## src/rtl/dff_init_sequencer_pkg.sv

```systemverilog
// Shared types and constants for the flip-flop bank init sequencer.
package dff_init_sequencer_pkg;

  typedef logic [1:0] state_t;

  localparam state_t ST_IDLE   = 2'd0;
  localparam state_t ST_ASSERT = 2'd1;
  localparam state_t ST_GAP    = 2'd2;
  localparam state_t ST_DONE   = 2'd3;

  // Inactive level of one flip-flop's control pair: clear is active-low, preset active-high.
  typedef struct packed {
    logic reset_n;
    logic preset;
  } line_pair_t;

  localparam line_pair_t INIT_IDLE_LINES = '{reset_n: 1'b1, preset: 1'b0};

endpackage

```

## src/rtl/dff_init_sequencer.sv

```systemverilog
// Walks a bank of async preset/clear flip-flops one at a time, driving each
// to its latched target value with a programmable hold and a quiet gap.
module dff_init_sequencer
  import dff_init_sequencer_pkg::*;
#(
  parameter int NUM_REGS    = 8,
  parameter int HOLD_CYCLES = 4,
  parameter int GAP_CYCLES  = 2
) (
  input  logic                                            iClock,
  input  logic                                            iReset,
  input  logic                                            iStart,
  input  logic [NUM_REGS-1:0]                             iPattern,
  input  logic                                            iAbort,
  output logic [NUM_REGS-1:0]                             oRegReset,
  output logic [NUM_REGS-1:0]                             oRegPreset,
  output logic [((NUM_REGS > 1) ? $clog2(NUM_REGS) : 1)-1:0] oIndex,
  output logic                                            oBusy,
  output logic                                            oDone
);

  localparam int IDX_W   = (NUM_REGS > 1) ? $clog2(NUM_REGS) : 1;
  localparam int CNT_MAX = (HOLD_CYCLES > GAP_CYCLES) ? HOLD_CYCLES : GAP_CYCLES;
  localparam int CNT_W   = $clog2(CNT_MAX + 1);

  localparam logic [CNT_W-1:0]    HOLD_LAST    = CNT_W'(HOLD_CYCLES - 1);
  localparam logic [CNT_W-1:0]    GAP_LAST     = CNT_W'((GAP_CYCLES > 0) ? GAP_CYCLES - 1 : 0);
  localparam logic [IDX_W-1:0]    LAST_IDX     = IDX_W'(NUM_REGS - 1);
  localparam logic [NUM_REGS-1:0] IDLE_RESET   = {NUM_REGS{INIT_IDLE_LINES.reset_n}};
  localparam logic [NUM_REGS-1:0] IDLE_PRESET  = {NUM_REGS{INIT_IDLE_LINES.preset}};

  state_t              state_q, state_d;
  logic [IDX_W-1:0]    idx_q, idx_d;
  logic [CNT_W-1:0]    cnt_q, cnt_d;
  logic [NUM_REGS-1:0] pattern_q, pattern_d;

  logic [NUM_REGS-1:0] reg_reset_q, reg_reset_d;
  logic [NUM_REGS-1:0] reg_preset_q, reg_preset_d;
  logic [IDX_W-1:0]    index_q, index_d;
  logic                busy_q, busy_d;
  logic                done_q, done_d;

  always_comb begin
    // NOTE: every signal gets a default before the case so no path leaves it unassigned (no latch).
    state_d   = state_q;
    idx_d     = idx_q;
    cnt_d     = cnt_q;
    pattern_d = pattern_q;
    case (state_q)
      ST_IDLE: begin
        if (iStart) begin
          pattern_d = iPattern;
          idx_d     = '0;
          cnt_d     = '0;
          state_d   = ST_ASSERT;
        end
      end
      ST_ASSERT: begin
        // Abort wins over counter expiry in the same cycle.
        if (iAbort) begin
          state_d = ST_IDLE;
        end else if (cnt_q == HOLD_LAST) begin
          cnt_d = '0;
          if (GAP_CYCLES > 0)          state_d = ST_GAP;
          else if (idx_q == LAST_IDX)  state_d = ST_DONE;
          else                         idx_d   = idx_q + IDX_W'(1);
        end else begin
          cnt_d = cnt_q + CNT_W'(1);
        end
      end
      ST_GAP: begin
        if (iAbort) begin
          state_d = ST_IDLE;
        end else if (cnt_q == GAP_LAST) begin
          cnt_d = '0;
          if (idx_q == LAST_IDX) begin
            state_d = ST_DONE;
          end else begin
            idx_d   = idx_q + IDX_W'(1);
            state_d = ST_ASSERT;
          end
        end else begin
          cnt_d = cnt_q + CNT_W'(1);
        end
      end
      ST_DONE: state_d = ST_IDLE;
      default: state_d = ST_IDLE;
    endcase
  end

  // Outputs are decoded from the current state and registered, so the bank
  // only ever sees flop outputs.
  always_comb begin
    reg_reset_d  = IDLE_RESET;
    reg_preset_d = IDLE_PRESET;
    if (state_q == ST_ASSERT) begin
      if (pattern_q[idx_q]) reg_preset_d[idx_q] = 1'b1;
      else                  reg_reset_d[idx_q]  = 1'b0;
    end
    busy_d  = (state_q == ST_ASSERT) || (state_q == ST_GAP);
    done_d  = (state_q == ST_DONE);
    index_d = idx_q;
  end

  always_ff @(posedge iClock) begin
    // NOTE: sequential state uses non-blocking assignments so every flop samples pre-edge values.
    if (!iReset) begin
      state_q      <= ST_IDLE;
      idx_q        <= '0;
      cnt_q        <= '0;
      pattern_q    <= '0;
      reg_reset_q  <= IDLE_RESET;
      reg_preset_q <= IDLE_PRESET;
      index_q      <= '0;
      busy_q       <= 1'b0;
      done_q       <= 1'b0;
    end else begin
      state_q      <= state_d;
      idx_q        <= idx_d;
      cnt_q        <= cnt_d;
      pattern_q    <= pattern_d;
      reg_reset_q  <= reg_reset_d;
      reg_preset_q <= reg_preset_d;
      index_q      <= index_d;
      busy_q       <= busy_d;
      done_q       <= done_d;
    end
  end

  assign oRegReset  = reg_reset_q;
  assign oRegPreset = reg_preset_q;
  assign oIndex     = index_q;
  assign oBusy      = busy_q;
  assign oDone      = done_q;

endmodule

```

## config.mk

```make
export PLATFORM = sky130hd
export DESIGN_NAME = dff_init_sequencer
export DESIGN_NICKNAME = d
export VERILOG_FILES = /design/src/rtl/dff_init_sequencer_pkg.sv /design/src/rtl/dff_init_sequencer.sv
export SDC_FILE = /design/constraint.sdc
export NUM_CORES = 1
export LEC_CHECK = 0
export ABC_CLOCK_PERIOD_IN_PS = 2390
export CORE_ASPECT_RATIO = 0.6
export CORE_MARGIN = 2
export CORE_UTILIZATION = 50
export DETAILED_ROUTE_END_ITERATION = 12
export PLACE_DENSITY = 0.78
export RECOVER_POWER = 50
export SLEW_MARGIN = 20
export SYNTH_ARGS = -nofsm -noshare
export SYNTH_HDL_FRONTEND = slang
export SYNTH_SLANG_ARGS = --single-unit
```

## constraint.sdc

```tcl
create_clock -name iClock -period 2.39 [get_ports iClock]
set_input_delay 0.3585 -clock iClock [delete_from_list [all_inputs] [get_ports iClock]]
set_output_delay 0.3585 -clock iClock [all_outputs]
set_load 0.005 [all_outputs]
```

## After elaboration in Yosys (flattened, before gate mapping)

Cells that the tools add are included.

- Output and inout port bits: 21
- Input bits: 12
- Register bits after elaboration: 37
- Word-level logic and storage cells: 61

- Equal/unequal tests: 13
- Add/subtract/negate cells: 2
- Order comparisons: 2
- Mux-type cells: 21
- Reductions and logical operators: 11
- Bitwise logic cells: 3

Operators with widths:

| operator | number |
|---|---|
| $mux W3 | 8 |
| $mux W2 | 6 |
| $ne A2 B2 Y1 const B | 5 |
| $pmux W3 S3 | 1 |
| $not A8 Y8 | 1 |
| $pmux W2 S4 | 1 |
| $add A3 B1 Y3 const B | 2 |
| $ne A3 B3 Y1 const B | 2 |
| $pmux W3 S2 | 1 |
| $reduce_and A3 Y1 | 2 |
| $reduce_and A5 Y1 | 1 |
| $eq A2 B2 Y1 const B | 2 |
| $lt A3 B4 Y1 const B | 1 |
| $reduce_and A4 Y1 | 1 |
| $bmux W1 S3 | 1 |
| $demux W1 S3 | 1 |
| $eq A3 B1 Y1 const B | 1 |
| $eq A3 B2 Y1 const B | 1 |
| $eq A3 B3 Y1 const B | 1 |
| $ge A3 B1 Y1 const B | 1 |
| $reduce_bool A3 Y1 | 1 |
| $reduce_or A3 Y1 | 1 |
| $eq A2 B1 Y1 const B | 1 |
| $logic_not A2 Y1 | 1 |
| other kinds (6) | 8 |

## Logic depth before layout (Yosys ltp)

- Depth in word-level cells: 5
- Depth in mapped cells: 6

## Worst setup path before layout

No wires, ideal clock.

- Path kind: reg-to-reg
- Start point: register idx_q[0]
- End point: register idx_q[0]
- Stages on the path, launching flop included: 6
- Period minus slack after synthesis: 1.923 ns
- Slack: 0.467 ns
- Required time: 2.269 ns
- Arrival: 1.802 ns
- Setup time: 0.121 ns
- Path buffers: 0
- Path through: dfxtp_1 ha_1 ha_1 or3b_1 a222oi_1 mux2_2

- Word-level cells in the longest chain between the ends: 5
- Elaborated cells on any way between the ends: 8
- Classes of those cells: 1 x add/sub; 2 x eq/ne; 4 x mux; 1 x reduce/logical

RTL lines:

| what | RTL line | source |
|---|---|---|
| from (decl) | dff_init_sequencer.sv:33 | `logic [IDX_W-1:0] idx_q, idx_d;` |
| from (signal assigned) | dff_init_sequencer.sv:119 | `idx_q <= idx_d;` |
| $add A3 B1 Y3 | dff_init_sequencer.sv:79 | `idx_d = idx_q + IDX_W'(1);` |
| $mux W3 | dff_init_sequencer.sv:76 | `if (idx_q == LAST_IDX) begin` |
| $mux W3 | dff_init_sequencer.sv:74 | `end else if (cnt_q == GAP_LAST) begin` |
| $mux W3 | dff_init_sequencer.sv:72 | `if (iAbort) begin` |
| $pmux W3 S2 | dff_init_sequencer.sv:49 | `case (state_q)` |

Parallel ways exist; a longest one is shown, timed or not. The select of a mux whose other input is x is not followed.
A chain may end at the register's enable or synchronous reset.

## Final worst setup path

- Start point: register state_q[1]
- End point: register idx_q[0]

- Word-level cells in the longest chain between the ends: 3
- Elaborated cells on any way between the ends: 9
- Classes of those cells: 5 x eq/ne; 1 x mux; 3 x reduce/logical

RTL lines:

| what | RTL line | source |
|---|---|---|
| from (decl) | dff_init_sequencer.sv:32 | `state_t state_q, state_d;` |
| from (signal assigned) | dff_init_sequencer.sv:118 | `state_q <= state_d;` |
| $eq A2 B2 Y1 / $logic_not A2 Y1 (equally long branches) | dff_init_sequencer.sv:49 |  |
| $ne A2 B2 Y1 (no line) / $reduce_bool A2 Y1 (equally long branches) | n/a |  |
| $reduce_and A5 Y1 (no line) | n/a |  |

Parallel ways exist; a longest one is shown, timed or not.

==> run_results.csv <==
group,metric,value,unit
sta,setup_viol,0,
power,pwr_density_cell,635,nW/um^2
sta,fin_skew,0.00600,ns
place,hpwl,2820,um
sta,tightestPinTransition,0.597,ns
floorplan,rows,16,
power,ir_drop,0.402,mV
floorplan,die_w,78.0,um
clock_tree,cts_sinks,37,
cells_and_area,areaGrowthSynthToFinish,29.8,%
clock_tree,h-tree-depth,2,
worst_setup_path,critPathKind,"reg -> reg",
sta,fmax,456,MHz
floorplan,die_h,48.4,um
power,p_total,1.36,mW
synth,syn-num-nets,197,
synth,yosysUniqueCellTypes,42,
synth,synth.cell_area,1640,sq um
floorplan,coreArea,3200,sq um
clock_tree,insertion_delay,0.29,ns
synth,ys_ff_latch,37,
clock_tree,cts_hold_buf,0,
floorplan,ioPinCount,33,
worst_setup_path,crit_arrival,2.37,ns
detailed_routing,drt-pass1-iter-count,7,
global_route,grt_pass1_wl,6400,um
detailed_routing,route.detailed.drc,0,
synth,syn_inst,172,
global_route,grt_max_degree,17,
detailed_routing,vias,1418,
detailed_routing,wirelength,3820,um
detailed_routing,drtAntennaViolNets,0,
worst_setup_path,end_kind,"flip-flop",
sta,period_share,0.917,
clock_tree,clk_pin_slew_worst_paths,0.07,ns
worst_setup_path,startpoint_type,"flip-flop",
synth,synth.largest_area_cell,"dfxtp_1",
sta,rsz0062_at_grt,"no",
run_status,outcome,"completed",
detailed_routing,wire_per_inst,15.0,um
power,p_leak,0.822,nW
place,port_buffers,32,
clock_tree,cts_made_buffers,5,
global_route,antenna_found_initial,0,
clock_tree,clockBufferDepth,2,
cells_and_area,final_common_cell,"dfxtp_1",
cells_and_area,drive_gt1_frac,0.0861,
global_route,grt_pass1_vias,1331,
run,maxCapViolations,0,
detailed_routing,drt_iter0_drc,72,
floorplan,initial_core_util,0.513,
worst_setup_path,crit_buf_inv,1,
worst_setup_path,cp_data_required_time,2.57,ns
place,placed_area,2030,sq um
worst_setup_path,crit_family,"compound AO/OA/AOI/OAI gates",
worst_setup_path,max_stage_delay,0.55,ns
clock_tree,root_buffer,"clkbuf_8",
detailed_routing,avgViaCountPerCell,5.58,
synth,yosysTopAreaCellShare,0.451,
sta,finalHoldViolCount,0,
global_route,track_usage,0.219,
worst_setup_path,worst_path_max_delay_cell,"a222oi_1",
synth,yosysSeqAreaShare,0.451,
clock_tree,cts_tree,"built",
worst_setup_path,worstPathCellList,"inv_1 -> ha_1 -> or2b_1 -> a222oi_1 -> mux2_2",
cells_and_area,final_cell_mix,"37 x dfxtp_1, 22 x dlygate4sd3_1, 13 x ha_1, 12 x nand2_1",
synth,syn_area_per_cell,9.56,sq um
synth,ys_top_cells_by_area,"dfxtp_1 45%, ha_1 9.9%, a2111oi_1 3.7%",
sta,drv_slew,0,
sta,min_period,2.19,ns
cells_and_area,finalInstanceArea,2130,sq um
global_route,gr-total-overflow,0,
place,gp_congestion,0.830,
synth,synth-edff-count,0,
worst_setup_path,crit_fanout,11,
sta,setup_tns,0,ns
synth,synth_warnings,0,
sta,maxSlewHeadroom,0.602,
min_path,hold_class,"reg -> reg",
cells_and_area,fin_nets,233,
clock_tree,post_cts_resized,0,
clock_tree,post-cts-setup-buffers,0,
floorplan,die-area,3780,sq um
cells_and_area,antenna_cells,0,
synth,async_flop_share,0,
synth,dominantRegCellSynth,"dfxtp_1",
-- where the power goes --
| group | switching, mW | internal (mW) |
|---|---|---|
| sequential | 0.0120 | 0.636 |
| combinational | 0.0918 | 0.0677 |
| clock | 0.209 | 0.340 |
| total | 0.312 | 1.04 |
-- through the flow --
step	utilization	cells	hold slack (ns)	setup slack [ns]
6_report	0.666	254	0.464	0.197
5_1_grt	0.666	254	0.481	0.00355
4_1_cts	0.669	254	0.462	0.223
3_5_place_dp	0.632	246	0.452	0.240
3_3_place_gp	0.632	246	0.448	0.332
2_1_floorplan	-	172	0.432	0.467
-- Yosys cell counts, types with 2 or more instances --
cell / number
ha_1: 13
nand2_1: 12
a31oi_1: 4
nor3_1: 2
mux2_2: 3
inv_2: 2
o31ai_1: 2
dfxtp_1: 37
a2111oi_1: 6
nand2b_1: 4
or3_1: 2
nand4_1: 8
o311ai_0: 3
buf_2: 5
and2_1: 2
a21oi_1: 9
nor2_1: 9
mux2i_1: 3
inv_1: 9
and3_1: 3
nand3_1: 10
clkbuf_1: 4
-- state kept, by name (all words and copies together) (netlist names) --
signal and flops:
cnt_q 3, idx_q 3, oBusy 1, oDone 1
oIndex 3, oRegPreset 8, oRegReset 8, pattern_q 8
state_q 2
-- tightest hold or removal path, cell delays in order (launching register included) --
cell     delay (ns)
dfxtp_1        0.31
nand2_1        0.05
a21oi_1        0.05
-- final cells by class --
class / count / area, sq um
fillers: 258 / 1070
multi-input cells: 114 / 815
flip-flops and latches: 37 / 741
repair buffers: 39 / 365
clock buffers: 7 / 86.3
well taps: 45 / 56.3
inverters: 11 / 41.3
clock inverters: 1 / 30.0
-- cells by family after synthesis --
group / share of synthesized area
compound gates: 0.153
fa+ha+maj: 0.0989
simple gates: 0.205
buf+inv: 0.0540
mux: 0.0388
flops: 0.451
-- worst paths after layout --
check	start	end	slack (ns)	cells after the start
max	state_q[1]$_SDFFE_PN0P_	idx_q[0]$_SDFFE_PN0P_	0.20	5
min	pattern_q[4]$_SDFFE_PN0P_	pattern_q[4]$_SDFFE_PN0P_	0.46	2
max reg2reg	state_q[1]$_SDFFE_PN0P_	idx_q[0]$_SDFFE_PN0P_	0.20	5
min reg2reg	pattern_q[4]$_SDFFE_PN0P_	pattern_q[4]$_SDFFE_PN0P_	0.46	2
-- metal layers --
metal | vias to the layer above | part of all wire | global-route usage | wire length [um]
met5 | - | 0 | 0 | 0
met4 | 0 | 0.012 | 0.0614 | 46
met3 | 7 | 0.058 | 0.0616 | 222
met2 | 54 | 0.43 | 0.328 | 1630
met1 | 655 | 0.50 | 0.313 | 1920
li1 | 702 | - | - | -
No activity file was read; power rests on OpenSTA's default activity.
